==> src/rtl/seven_segment_capture.sv <==
// Receive-side monitor for a multiplexed 7-segment display: synchronizes digit selects and
// segments, waits for each (select, pattern) pair to settle, and decodes it back to a hex nibble.
module seven_segment_capture #(
  parameter int STABLE_CNT  = 4,
  parameter int SYNC_STAGES = 2
) (
  input  logic        clk,
  input  logic        rst,
  input  logic [3:0]  grounds,
  input  logic [6:0]  display,
  input  logic        clr_err,
  output logic [15:0] digits,
  output logic [3:0]  digit_valid,
  output logic [3:0]  blank,
  output logic        frame_done,
  output logic        err_select,
  output logic        err_pattern
);

  localparam int CW = $clog2(STABLE_CNT + 1);

  typedef enum logic [1:0] {IDLE, DWELL, HELD} state_t;

  state_t state, state_d;

  logic [SYNC_STAGES-1:0][3:0] g_sync;
  logic [SYNC_STAGES-1:0][6:0] d_sync;
  logic [SYNC_STAGES-1:0]      primed;
  logic [3:0]                  gs;
  logic [6:0]                  ds;

  logic [CW-1:0] cnt, cnt_d;
  logic [1:0]    lat_idx;
  logic [6:0]    lat_pat;
  logic [3:0]    frame_mask, mask_next;

  logic [2:0] nz;
  logic [1:0] idx;
  logic       sel_ok, multi, same, load, inc, capture;
  logic [4:0] dec;
  logic       hit, is_blank, mark, cap_bad, frame_all;

  function automatic logic [4:0] seg_decode(input logic [6:0] p);
    case (p)
      7'h7E:   seg_decode = 5'h10;
      7'h30:   seg_decode = 5'h11;
      7'h6D:   seg_decode = 5'h12;
      7'h79:   seg_decode = 5'h13;
      7'h33:   seg_decode = 5'h14;
      7'h5B:   seg_decode = 5'h15;
      7'h5F:   seg_decode = 5'h16;
      7'h70:   seg_decode = 5'h17;
      7'h7F:   seg_decode = 5'h18;
      7'h7B:   seg_decode = 5'h19;
      7'h77:   seg_decode = 5'h1A;
      7'h1F:   seg_decode = 5'h1B;
      7'h4E:   seg_decode = 5'h1C;
      7'h3D:   seg_decode = 5'h1D;
      7'h4F:   seg_decode = 5'h1E;
      7'h47:   seg_decode = 5'h1F;
      default: seg_decode = 5'h00;
    endcase
  endfunction

  // primed marks when the synchronizer holds real pin samples, so its all-zero reset
  // contents are never mistaken for a multi-select.
  always_ff @(posedge clk or posedge rst) begin
    if (rst) begin
      g_sync <= '0;
      d_sync <= '0;
      primed <= '0;
    end else begin
      g_sync <= {g_sync[SYNC_STAGES-2:0], grounds};
      d_sync <= {d_sync[SYNC_STAGES-2:0], display};
      primed <= {primed[SYNC_STAGES-2:0], 1'b1};
    end
  end

  assign gs = g_sync[SYNC_STAGES-1];
  assign ds = d_sync[SYNC_STAGES-1];

  always_comb begin
    nz  = '0;
    idx = '0;
    for (int i = 0; i < 4; i++) begin
      if (!gs[i]) begin
        nz  = nz + 3'd1;
        idx = 2'(i);
      end
    end
  end

  assign sel_ok = primed[SYNC_STAGES-1] && (nz == 3'd1);
  assign multi  = primed[SYNC_STAGES-1] && (nz > 3'd1);
  assign same   = (idx == lat_idx) && (ds == lat_pat);

  always_comb begin
    state_d = state;
    cnt_d   = cnt;
    load    = 1'b0;
    inc     = 1'b0;
    case (state)
      IDLE: if (sel_ok) load = 1'b1;
      DWELL: begin
        if (!sel_ok) begin
          state_d = IDLE;
          cnt_d   = '0;
        end else if (same) inc = 1'b1;
        else load = 1'b1;
      end
      HELD: begin
        if (!sel_ok) begin
          state_d = IDLE;
          cnt_d   = '0;
        end else if (!same) load = 1'b1;
      end
      default: state_d = IDLE;
    endcase
    if (load) begin
      cnt_d   = CW'(1);
      state_d = DWELL;
    end
    if (inc && cnt != CW'(STABLE_CNT)) cnt_d = cnt + CW'(1);
    // The sample that brings the count to STABLE_CNT is the capture sample.
    capture = (load || inc) && (cnt_d == CW'(STABLE_CNT));
    if (capture) state_d = HELD;
  end

  assign dec       = seg_decode(ds);
  assign hit       = dec[4];
  assign is_blank  = (ds == 7'h00);
  assign mark      = capture && (hit || is_blank);
  assign cap_bad   = capture && !hit && !is_blank;
  assign mask_next = frame_mask | (mark ? (4'b0001 << idx) : 4'b0000);
  assign frame_all = (mask_next == 4'b1111);

  always_ff @(posedge clk or posedge rst) begin
    if (rst) begin
      state       <= IDLE;
      cnt         <= '0;
      lat_idx     <= '0;
      lat_pat     <= '0;
      frame_mask  <= '0;
      digits      <= '0;
      digit_valid <= '0;
      blank       <= '0;
      frame_done  <= 1'b0;
      err_select  <= 1'b0;
      err_pattern <= 1'b0;
    end else begin
      state <= state_d;
      cnt   <= cnt_d;
      if (load) begin
        lat_idx <= idx;
        lat_pat <= ds;
      end
      if (capture && hit) begin
        digits[{idx, 2'b00} +: 4] <= dec[3:0];
        digit_valid[idx]          <= 1'b1;
        blank[idx]                <= 1'b0;
      end
      if (capture && is_blank) blank[idx] <= 1'b1;
      frame_done <= frame_all;
      frame_mask <= frame_all ? 4'b0000 : mask_next;
      // A new error event outranks a simultaneous clear.
      err_select  <= multi   ? 1'b1 : (clr_err ? 1'b0 : err_select);
      err_pattern <= cap_bad ? 1'b1 : (clr_err ? 1'b0 : err_pattern);
    end
  end

endmodule

==> config.mk <==
export PLATFORM = sky130hd
export DESIGN_NAME = seven_segment_capture
export DESIGN_NICKNAME = d
export VERILOG_FILES = /design/src/rtl/seven_segment_capture.sv
export SDC_FILE = /design/constraint.sdc
export NUM_CORES = 1
export LEC_CHECK = 0
export ABC_AREA = 1
export ABC_CLOCK_PERIOD_IN_PS = 3300
export CAP_MARGIN = 20
export CORE_ASPECT_RATIO = 1.5
export CORE_MARGIN = 2
export CORE_UTILIZATION = 56
export DETAILED_ROUTE_END_ITERATION = 8
export MAX_ROUTING_LAYER = met4
export PLACE_DENSITY = 0.89
export REMOVE_ABC_BUFFERS = 1
export SYNTH_ARGS = -nofsm -noshare
export SYNTH_HDL_FRONTEND = slang
export SYNTH_SLANG_ARGS = --single-unit
==> constraint.sdc <==
create_clock -name clk -period 3.3 [get_ports clk]
set_input_delay 0.825 -clock clk [delete_from_list [all_inputs] [get_ports clk]]
set_output_delay 0.825 -clock clk [all_outputs]
set_load 0.02 [all_outputs]
==> summary.txt <==
Clock network
  – Register clock-pin slew on the reported worst setup and hold paths: around 70 ps
  – Maximum clock insertion buffer count: 2
  – Hold-fix buffers at CTS: 0
  – Clk root buf: clkbuf_8
  – CTS tree: done
  – Post-CTS resize count: 0
  – Number of clock sinks: 69
  – Postcts setup bufs: 0
  – H-tree levels: 3
  – CTS buffer count: 9
  – Worst-skew pair later-pin latency: 350 ps

GRT
  – First-pass GRT wire length: between 10 and 15 mm
  – Vias in the first global route: around 2800
  – Pin count of the biggest net entering global routing: 44
  – All-layer global routing usage: 0.2434
  – Initial antenna violation count: 0
  – Total grt overflow: 0

Logic synthesis
  – Register area share after synthesis: 0.4871
  – Post-synth EDFFs: 0
  – Yosys warnings: 0
  – Top cell type by total area after synthesis: dfrtp_1
  – Mapped Avg Cell Area: 9.089 um^2
  – Syn Std Cell Area: approximately 0.0035 mm^2
  – Most common cell in the netlist: nand2_1
  – Most frequent cells after synthesis: nand2_1, dfrtp_1, inv_1, nand2_2, nor2_1
  – Async S/R FF share, synth: 1.000
  – FF+latch count, synth: 69
  – Yosys top cell area share: 0.4871
  – Post-synth top flop: dfrtp_1
  – Distinct cells, synth: 36
  – Synthesized instance count: 390
  – Main area contributors after synthesis: dfrtp_1, nand2_1, ha_1

Die
  – Die width: 68.96 um
  – Row count: 35
  – Die Area: roughly 0.007 mm^2
  – Initial core utilization: 0.5782
  – IO Count: 41
  – Die Ht: roughly 100 um
  – Core area: 0.006131 mm^2

Worst setup path
  – CP required: around 3500 ps
  – Cell mode on critical path: nand2_1
  – Worst path slowest cell: dfrtp_1
  – Worst-path cell chain: inv_1 -> ha_1 -> inv_1 -> nand2_1 -> nand2_1 -> inv_1 -> ha_1 -> or2_0 -> nand2_1 -> nand2_2 -> nor2_4 -> and3_4 -> nand2_1 -> nand2_1 -> nand2_2 -> nor2_4 -> nand2_4 -> inv_4 -> nand2_8 -> o21ai_0 -> o21ai_1
  – Critical-path maximum fanout: 9
  – Worst path max stage delay: between 300 and 400 ps
  – Crit. End Element: flop
  – Buf+Inv Stages, Crit Path: 4
  – CP Class: reg -> reg
  – CP top delay family: simple AND/OR/NAND/NOR gates
  – Critical Path AT: about 3300 ps
  – Critical Path Start Type: flop

Route
  – Post-detailed-route via-to-cell ratio: around 5.3
  – DR WL/cell: between 10 and 15 um
  – Drt first pass iters: 4
  – DRC: 0
  – DRT Wirelength: 7.064 mm
  – Via count: between 2000 and 3000
  – Initial DRC Count: about 100
  – Antenna Nets Post-Route: 0

Power and ir drop
  – Seq pwr share: 0.501
  – Internal: 0.001371 W
  – Clk network pwr share: 0.323
  – P_sw: roughly 0.00061 W
  – Net Sw Frac: 0.3067
  – Power per cell area: roughly 470 mW/mm^2
  – P_leak: 1.986 nW
  – Worst vdd ir: between 0.3 and 0.4 mV
  – Combinational Power Share: 0.175

Timing
  – Worst-Margin Slew: a little under 600 ps
  – Setup violators final: 0
  – Max Freq: 331.4 MHz
  – Final hold vios: 0
  – Unrepaired setup endpoints after global routing: false
  – Max-slew headroom: 0.6135
  – Post-route minimum period: between 3000 and 4000 ps
  – Final Slew Violations: 0
  – Fin crit share: 0.9143
  – Fin Setup TNS: 0 ps
  – Clock Skew: slightly below 9 ps

Cells and area
  – Final nets: 470
  – Area delta synth->final: 19.59%
  – Non-Filler Instances: roughly 520
  – Fillers: 479
  – Fraction of layout cells with a size suffix above 1: 0.1798
  – Area occupied by registers: ~0.0017 mm^2
  – Cell area after layout: 0.004239 mm^2
  – Area of the multi-input gates: 0.001568 mm^2
  – # diodes: 0

Flow run
  – Max Cap Viol: 0

Placement
  – IO Port Bufs: 40
  – Hpwl dp: about 5.3 mm
  – RD Place Congestion: a little under 0.9
  – Dpl cell area: 0.004049 mm^2
  – Placed cell count: between 500 and 600

Status
  – Status: finished, final reports clean

Worst hold path
  – Worst min path class: reg -> reg
## cell families after synthesis
kind of cell,Yosys count,share of synthesized area
adder cells (fa/ha/maj),16,0.05648
AO/OA/AOI/OAI,49,0.09390
flip-flops,69,0.4871
AND/OR/NAND/NOR,195,0.2870
buffers and inverters,59,0.07201
other,1,0.001058
XOR/XNOR,1,0.002471
## layer usage
| metal | track usage | up-vias | part of all wire |
|---|---|---|---|
| met2 | 0.3957 | 67 | 0.54 |
| met3 | 0.05778 | 31 | 0.031 |
| met4 | 0.1478 | 0 | 0.046 |
| li1 | - | 1339 | - |
| met5 | - | - | 0 |
| met1 | 0.2618 | 1305 | 0.38 |
## worst paths after layout
path                                 from         end  slack, ps  depth (start not counted)
min in group asynchronous             rst  frame_done        850                          2
max in group asynchronous             rst   g_sync[1]       1810                          3
worst min-delay path            g_sync[3]       gs[3]        350                          0
worst min register to register  g_sync[3]       gs[3]        350                          0
worst max register to register      gs[1]        flop        280                         21
worst max-delay path                gs[1]        flop        280                         21
## flip-flops by register name (all words and copies together) (netlist names), named ones only
register,count
blank,1
ds,7
err_select,1
lat_idx,2
lat_pat,7
digits,16
frame_done,1
frame_mask,4
g_sync,4
d_sync,7
gs,4
digit_valid,4
state,2
primed,2
err_pattern,1
cnt,3
## power groups by stage
stage | clock (W) | sequential, W | combinational [W]
floorplan | 0 | 0.000991 | 0.000262
global placement | 0 | 0.00100 | 0.000328
detailed placement | 0 | 0.00101 | 0.000346
CTS | 0.000657 | 0.000992 | 0.000347
global route | 0.000689 | 0.00100 | 0.000407
finish | 0.000640 | 0.000992 | 0.000346
## placed cells by master, fill, tap and decap left out, drive strengths merged, types with 2 or more instances in the layout
cell           instances
clkbuf                11
clkinvlp               2
ha                    16
o21bai                 5
nand4                  7
clkdlybuf4s50         40
nor4                   5
or2                    2
o21ai                 39
clkinv                 4
nor3                  13
nand3b                 2
a21oi                  3
inv                   55
nor2                  28
buf                    2
dfrtp                 69
nand3                 20
nand2                116
## worst register-to-register path, cell delays in order, from the launching register on
cell	delay, ps
dfrtp_1	380
inv_1	90
ha_1	270
inv_1	80
nand2_1	60
nand2_1	90
inv_1	40
ha_1	260
or2_0	190
nand2_1	80
nand2_2	80
nor2_4	130
and3_4	210
nand2_1	50
nand2_1	80
nand2_2	80
nor2_4	180
nand2_4	80
inv_4	90
nand2_8	100
o21ai_0	210
o21ai_1	90
## layout make-up
cell class | count | area share
clock inverter | 5 | 0.007969
inverter | 56 | 0.05638
multi-input combinational | 262 | 0.3698
clock buffer | 11 | 0.03571
tap | 74 | 0.02184
sequential | 69 | 0.4073
timing repair buffer | 42 | 0.1009
## through the flow
step	utilization	hold slack, ps	setup WS (ps)	total power [W]
6_report	0.6914	349.8	282.8	0.001978
5_1_grt	0.6914	356.8	0.6599	0.002099
4_1_cts	0.6906	352.8	263.8	0.001995
3_5_place_dp	0.6604	334.7	278.9	0.001353
3_3_place_gp	0.6604	333.1	384.3	0.001331
2_1_floorplan	-	331.2	406.2	0.001253
(Power assumes the default switching activity.)
